## src/rtl/serial_paralelo_pkg.sv

```systemverilog
// Shared link constants for the serial/parallel stages: comma symbol, FSM state encoding, default lock depth.
package serial_paralelo_defs;

  localparam int         SP_WIDTH   = 8;
  localparam logic [7:0] SP_COMMA   = 8'hBC;
  localparam int         SP_BC_LOCK = 4;

  typedef enum logic [1:0] {
    SEARCH  = 2'd0,
    ALIGNED = 2'd1,
    ACTIVE  = 2'd2
  } sp_state_e;

endpackage

```

## src/rtl/sp_shift_counter.sv

```systemverilog
// MSB-first deserializer front end: shift register exposing the current window plus a mod-WIDTH
// bit counter whose last count marks the byte boundary.
module sp_shift_counter
  import serial_paralelo_defs::*;
#(
  parameter int WIDTH = SP_WIDTH
) (
  input  logic             clk_32f,
  input  logic             reset,
  input  logic             clr,
  input  logic             data_in,
  output logic [WIDTH-1:0] window,
  output logic             boundary
);

  localparam int            CW      = (WIDTH > 1) ? $clog2(WIDTH) : 1;
  localparam logic [CW-1:0] CNT_LST = CW'(WIDTH - 1);
  localparam logic [CW-1:0] CNT_ONE = CW'(1);

  // Only WIDTH-1 history bits are needed; the current bit completes the window.
  logic [WIDTH-2:0] sr;
  logic [CW-1:0]    bit_cnt;

  assign window   = {sr, data_in};
  assign boundary = (bit_cnt == CNT_LST);

  always_ff @(posedge clk_32f) begin
    if (!reset) begin
      sr      <= '0;
      bit_cnt <= '0;
    end else begin
      sr <= window[WIDTH-2:0];
      if (clr || boundary) bit_cnt <= '0;
      else                 bit_cnt <= bit_cnt + CNT_ONE;
    end
  end

endmodule

```

## src/rtl/serial_paralelo.sv

```systemverilog
// Serial-to-parallel receiver: comma hunt, byte alignment lock and data byte strobing.
// Optional macro SP_RESYNC_EN adds misalignment detection that drops a stale lock back to SEARCH.
//
// state   | meaning
// SEARCH  | sliding comparison of every window against COMMA
// ALIGNED | boundary fixed, counting consecutive boundary commas toward BC_LOCK
// ACTIVE  | locked; non-comma boundary bytes are forwarded with valid_out
module serial_paralelo
  import serial_paralelo_defs::*;
#(
  parameter int               WIDTH   = SP_WIDTH,
  parameter logic [WIDTH-1:0] COMMA   = WIDTH'(SP_COMMA),
  parameter int               BC_LOCK = SP_BC_LOCK
) (
  input  logic             clk_32f,
  input  logic             reset,
  input  logic             data_in,
  output logic [WIDTH-1:0] data_out,
  output logic             valid_out,
  output logic             active
);

  localparam int             BCW    = $clog2(BC_LOCK + 1);
  localparam logic [BCW-1:0] BC_MAX = BCW'(BC_LOCK);
  localparam logic [BCW-1:0] BC_LST = BCW'(BC_LOCK - 1);
  localparam logic [BCW-1:0] BC_ONE = BCW'(1);

  sp_state_e        state, state_nxt;
  logic [BCW-1:0]   bc_cnt, bc_nxt;
  logic             active_nxt, valid_nxt;
  logic [WIDTH-1:0] data_nxt;
  logic [WIDTH-1:0] window;
  logic             boundary;
  logic             is_comma;

  sp_shift_counter #(.WIDTH(WIDTH)) u_shift (
    .clk_32f  (clk_32f),
    .reset    (reset),
    .clr      (state == SEARCH),
    .data_in  (data_in),
    .window   (window),
    .boundary (boundary)
  );

  assign is_comma = (window == COMMA);

`ifdef SP_RESYNC_EN
  // mis_seen: off-boundary comma seen in the current byte period; bad_prev: previous period was misaligned.
  logic mis_seen, mis_nxt;
  logic bad_prev, bad_nxt;
`endif

  always_comb begin
    state_nxt  = state;
    bc_nxt     = bc_cnt;
    active_nxt = active;
    data_nxt   = data_out;
    valid_nxt  = 1'b0;
`ifdef SP_RESYNC_EN
    mis_nxt    = 1'b0;
    bad_nxt    = 1'b0;
`endif
    case (state)
      SEARCH: begin
        if (is_comma) begin
          bc_nxt = BC_ONE;
          if (BC_LOCK == 1) begin
            state_nxt  = ACTIVE;
            active_nxt = 1'b1;
          end else begin
            state_nxt = ALIGNED;
          end
        end
      end
      ALIGNED: begin
        if (boundary) begin
          if (!is_comma) begin
            state_nxt = SEARCH;
            bc_nxt    = '0;
          end else if (bc_cnt >= BC_LST) begin
            bc_nxt     = BC_MAX;
            state_nxt  = ACTIVE;
            active_nxt = 1'b1;
          end else begin
            bc_nxt = bc_cnt + BC_ONE;
          end
        end
      end
      ACTIVE: begin
        if (boundary && !is_comma) begin
          data_nxt  = window;
          valid_nxt = 1'b1;
        end
`ifdef SP_RESYNC_EN
        if (!boundary) begin
          mis_nxt = mis_seen | is_comma;
          bad_nxt = bad_prev;
        end else if (mis_seen && !is_comma) begin
          if (bad_prev) begin
            state_nxt  = SEARCH;
            bc_nxt     = '0;
            active_nxt = 1'b0;
            valid_nxt  = 1'b0;
            data_nxt   = data_out;
          end else begin
            bad_nxt = 1'b1;
          end
        end
`endif
      end
      default: begin
        state_nxt = SEARCH;
        bc_nxt    = '0;
      end
    endcase
  end

  always_ff @(posedge clk_32f) begin
    if (!reset) begin
      state     <= SEARCH;
      bc_cnt    <= '0;
      active    <= 1'b0;
      data_out  <= '0;
      valid_out <= 1'b0;
    end else begin
      state     <= state_nxt;
      bc_cnt    <= bc_nxt;
      active    <= active_nxt;
      data_out  <= data_nxt;
      valid_out <= valid_nxt;
    end
  end

`ifdef SP_RESYNC_EN
  always_ff @(posedge clk_32f) begin
    if (!reset) begin
      mis_seen <= 1'b0;
      bad_prev <= 1'b0;
    end else begin
      mis_seen <= mis_nxt;
      bad_prev <= bad_nxt;
    end
  end
`endif

endmodule

```

## config.mk

```make
export PLATFORM = sky130hd
export DESIGN_NAME = serial_paralelo
export DESIGN_NICKNAME = d
export VERILOG_FILES = /design/src/rtl/serial_paralelo_pkg.sv /design/src/rtl/sp_shift_counter.sv /design/src/rtl/serial_paralelo.sv
export SDC_FILE = /design/constraint.sdc
export NUM_CORES = 1
export LEC_CHECK = 0
export CORE_MARGIN = 2
export CORE_UTILIZATION = 56
export CTS_BUF_LIST = sky130_fd_sc_hd__clkbuf_16
export DETAILED_ROUTE_END_ITERATION = 7
export PLACE_DENSITY = 0.82
export SLEW_MARGIN = 0
export SYNTH_ARGS = -nofsm -noshare
export SYNTH_HDL_FRONTEND = slang
export SYNTH_SLANG_ARGS = --single-unit
```

## constraint.sdc

```tcl
create_clock -name clk_32f -period 4.95 [get_ports clk_32f]
set_input_delay 0.99 -clock clk_32f [delete_from_list [all_inputs] [get_ports clk_32f]]
set_output_delay 0.99 -clock clk_32f [all_outputs]
set_load 0.01 [all_outputs]
```

Word-level counts from Yosys, hierarchy flattened
Cells that the tools add are included.
{"block": "op_classes", "n_mux": 11, "n_addsub": 2, "n_bitwise": 2, "n_lt_le_gt_ge": 1, "n_eq_ne": 7, "reduce_logical": 10}
{"cell": "two-way mux 3 bit", "count": 4}
{"cell": "case mux 3 bit (3 select lines)", "count": 1}
{"cell": "== test 8 bit, second input constant", "count": 1}
{"cell": "two-way mux 2 bit", "count": 4}
{"cell": "AND reduction 4 bit", "count": 2}
{"cell": "adder 3 x 1 -> 3 bit, second input constant", "count": 2}
{"cell": "case mux 2 bit (3 select lines)", "count": 1}
{"cell": "!= test 2 bit, second input constant", "count": 2}
{"cell": "AND reduction 2 bit", "count": 2}
{"cell": "== test 3 bit, second input constant", "count": 1}
{"cell": "greater-or-equal comparator 3 x 2 -> 1 bit, second input constant", "count": 1}
{"cell": "!= test 3 bit, second input constant", "count": 1}
{"cell": "AND reduction 3 bit", "count": 1}
{"cell": "== test 2 x 1 -> 1 bit, second input constant", "count": 1}
{"cell": "== test 2 bit, second input constant", "count": 1}
{"cell": "zero test 2 bit", "count": 1}
{"cell": "inverter 1 bit", "count": 2}
{"cell": "OR reduction 2 bit", "count": 1}
{"cell": "logical AND 1 bit", "count": 1}
{"cell": "zero test 1 bit", "count": 1}
{"cell": "logical OR 1 bit", "count": 1}
{"cell": "two-way mux 1 bit", "count": 1}
{"block": "totals", "out_inout_bits": 10, "elab_cells": 40, "input_bits": 3, "regBits": 25}

Logic depth before layout (Yosys ltp)
{"block": "depth", "depth_word": 5, "ltp_mapped": 6, "mapped_depth_nobuf": 6}

Cells and area by module
Synthesis repeated with hierarchy kept, for this count alone.
{"block": "unflattened", "hier_cells": 90, "area_unflattened_um2": 1007.2}
{"mod": "serial_paralelo", "n_inst": 1, "cells_per_inst": 67, "area_each_um2": 673.1}
{"mod": "sp_shift_counter", "n_inst": 1, "cells_per_inst": 23, "area_each_um2": 334.1}

Worst setup path before layout
OpenSTA, ideal clock, no wires.
{"block": "synth_timing", "path_type": "input to register", "startpoint": "input data_in", "endpoint": "register bc_cnt[2]", "path_stages": 5, "path_slack_ns": 2.707, "t_arrival_ns": 2.128, "path_cell_list": "or2_1 -> or3_1 -> buf_6 -> o311a_1 -> o21a_1"}
{"block": "synth_between", "elab_chain_len": 4, "word_cells_on_any_way": 6, "cone_classes": "2 x eq/ne; 3 x mux; 1 x reduce/logical"}
{"item": "start, declared", "line": "serial_paralelo.sv:17", "source": "input logic data_in,"}
{"item": "== test 8 bit *", "line": "serial_paralelo.sv:45", "source": "assign is_comma = (window == COMMA);"}
{"item": "two-way mux 3 bit", "line": "serial_paralelo.sv:77", "source": "if (!is_comma) begin"}
{"item": "two-way mux 3 bit", "line": "serial_paralelo.sv:76", "source": "if (boundary) begin"}
{"item": "case mux 3 bit (3 select lines)", "line": "serial_paralelo.sv:63", "source": "case (state)"}
{"item": "end signal, assigned", "line": "serial_paralelo.sv:127", "source": "bc_cnt <= bc_nxt;"}
{"item": "end, declared", "line": "serial_paralelo.sv:29", "source": "logic [BCW-1:0] bc_cnt, bc_nxt;"}
Mark *: on every way between the ends. The rest lies on a longest branch, timed or not. The select of a mux whose other input is x is not followed.
A chain may end at the register's enable or synchronous reset.

Final worst setup path
Ends and elaborated chain as after synthesis.

==> summary.md <==
| Metric | Value |
|---|---|
| Status | `finished, final reports clean` |
| I/O Buffers | `12` |
| Area grow syn2layout | `18.8%` |
| Tmin final | `around 2.5 ns` |
| Synth Area per Inst | `between 10 and 15 um2` |
| H-tree depth | `1` |
| Mapped Area | `993 um2` |
| Post-CTS setup buffer count | `0` |
| Core area | `about 1700 um2` |
| Seq/Total Area, Yosys | `50.4%` |
| Synthesized Nets | `98` |
| Final std cells w/o fill | `about 120` |
| Clock sink total | `25` |
| ANT cells | `0` |
| Clock skew | `between 0.002 and 0.003 ns` |
| Routed Antenna Nets | `0` |
| Instance area at placement | `about 1100 um2` |
| Die width | `around 46 um` |
| DR WL/cell | `between 10 and 15 um` |
| Worst Hold Class | `register to register` |
| Clk pin slew, worst setup/hold paths | `~0.060 ns` |
| Synth Register Bits | `25` |
| Post-DP HPWL | `about 1100 um` |
| Share of cells above drive strength 1 | `under 10%` |
| TritonCTS clock tree | `done` |
| Die H | `46.1 um` |
| CP Capture Type | `register` |
| CP max stage cell | `or3_1` |
| Worst Path Required | `around 5.1 ns` |
| Yosys top cell by area | `dfxtp_1` |
| Max Cap Viol | `0` |
| Total Power | `between 300 and 400 uW` |
| Total GRT Usage | `between 10% and 20%` |
| Worst Setup Path Type | `primary input to register` |
| Largest net degree at the start of global routing | `24` |
| Netlist cell types | `29` |
| DRT iter0 DRCs | `9` |
| Critical path fanouts, max | `7` |
| Initial antenna violation count | `0` |
| Yosys Warn Count | `0` |
| Area fraction of the dominant cell type after synthesis | `between 50% and 60%` |
| Vias in the first global route | `a little over 600` |
| DRT Wirelength | `between 1500 and 2000 um` |
| Detailed Routing Iterations Pass 1 | `4` |
| Reg2Reg Depth | `6` |
| Ranking of synthesized cells by area | `dfxtp_1 (50%), mux2i_1 (8.1%), and2_1 (6.3%)` |
| Post-synth EDFFs | `0` |
| Via count | `~670` |
| Top FF cell, synth | `dfxtp_1` |
| Slowest Stage Delay on Critical Path | `roughly 0.48 ns` |
| Boundary pin count | `13` |
| Synthesized instance count | `91` |
| Number of fill cells | `between 100 and 150` |
| Slew @ Worst Pin | `0.651 ns` |
| Num CTS Buffers | `3` |
| Slew HR | `between 50 and 60%` |
| WP data arrival | `between 2 and 3 ns` |
| Post-layout net count | `110` |
| Via-to-Cell Ratio | `5.61` |
| # DRC | `0` |
| Post-CTS Resized | `0` |
| Final slew viol count | `0` |
| Clk_lat worst skew | `~0.25 ns` |
| GR Overflow Total | `0` |
| Placed Cells | `115` |
| Peak VDD IR | `0.243 mV` |
| Setup TNS | `0 ns` |
| First-pass GRT wire length | `approximately 2600 um` |
| Row count | `15` |
| CP startpoint kind | `primary input` |
| Gp weighted congestion | `roughly 0.7` |
| Initial core utilization | `~59%` |
| P_leak | `roughly 0.42 nW` |
| Die ar. | `around 2100 um2` |
| Finished Cell Area | `1180 um2` |
| Worst path cell trace | `clkdlybuf4s50_1 > or2_1 > or3_1 > o311a_1 > o21a_1` |
| Pwr/cell area | `324 nW/um2` |
| Post-synth ARST share | `0%` |
| Endpoints failing setup | `0` |
| Fin. Hold Viols | `0` |
| Clk root buf | `clkbuf_16` |
| Worst hold path cell count | `1` |
| RSZ-0062 raised after global routing | `false` |
| Clock buffer depth | `2` |
| Hold Buf Count CTS | `0` |
| Final period util | `approximately 51%` |
| Fmax | `approximately 400 MHz` |
layout by cell type, fill, tap and decap left out, types with 2 or more instances in the layout:
cell type and instances:
dfxtp_1 25, nand2_1 4, ha_1 4, clkdlybuf4s50_1 12
nor2b_1 10, inv_1 2, nor2_1 2, clkbuf_16 3
o311a_1 2, mux2i_1 8, o21a_1 4, and2_1 10
area by class of cell:
type                            count  area, um2  area share [%]
Sequential cell                    25        500            42.4
Clock buffer                        3       75.1            6.36
Tap cell                           17       21.3            1.80
Clock inverter                      1       5.00           0.424
Timing Repair Buffer               12        120            10.2
Inverter                            2       7.51           0.636
Multi-Input combinational cell     59        450            38.2
sequential cells by signal, indices dropped and copies added (netlist names):
| register | count |
|---|---|
| bc_cnt | 3 |
| u_shift.bit_cnt | 3 |
| active | 1 |
| state | 2 |
| data_out | 8 |
| valid_out | 1 |
| u_shift.sr | 7 |
critical path: cells and delay by family:
family	cells	cell delay [ns]
AND/OR/NAND/NOR	2	0.72
AO/OA/AOI/OAI	2	0.51
buffers and inverters	1	0.42
per-layer routing:
metal / track usage, % / part of all wire (%) / up-vias
li1: - / - / 341
met1: 21.2 / 47 / 314
met2: 28.6 / 50 / 10
met3: 3.92 / 2.7 / 2
met4: 7.43 / 0.64 / 0
met5: 0 / 0 / -
where the power goes:
| group | switching, mW | leakage [nW] | internal [mW] |
|---|---|---|---|
| clock | 0.0643 | 0.0409 | 0.109 |
| sequential | 0.000954 | 0.202 | 0.202 |
| combinational | 0.00281 | 0.181 | 0.00344 |
final timing paths:
kind                            slack (ns)                from                 end
worst max-delay path                  2.45             data_in           bc_cnt[2]
worst min-delay path                  0.46  u_shift.bit_cnt[0]  u_shift.bit_cnt[0]
worst max register to register        3.21           bc_cnt[0]           bc_cnt[1]
worst min register to register        0.46  u_shift.bit_cnt[0]  u_shift.bit_cnt[0]
metrics by stage:
stage	setup WS, ns	util, %	hold slack (ns)
floorplan	2.71	-	0.398
global placement	2.23	65.1	0.408
detailed placement	2.20	65.1	0.442
CTS	2.45	69.9	0.457
global route	2.38	69.9	0.459
finish	2.45	69.9	0.456
synthesized netlist by cell type (all sizes together), types with 2 or more instances:
cell type and count:
o21a 4, mux2i 8, nand2 4, ha 4
o311a 3, buf 4, and2 11, inv 2
nor4 2, nor2b 10, dfxtp 25, nor2 2
cell families after synthesis:
kind of cell,after synthesis,synth area share [%]
AOI/OAI and AO/OA,13,11.0
adders and majority gates,4,5.04
buffers and inverters,7,4.28
DFF,25,50.4
muxes,8,8.06
and+or+nand+nor,34,21.3
Power figures use the tool's default switching activity.
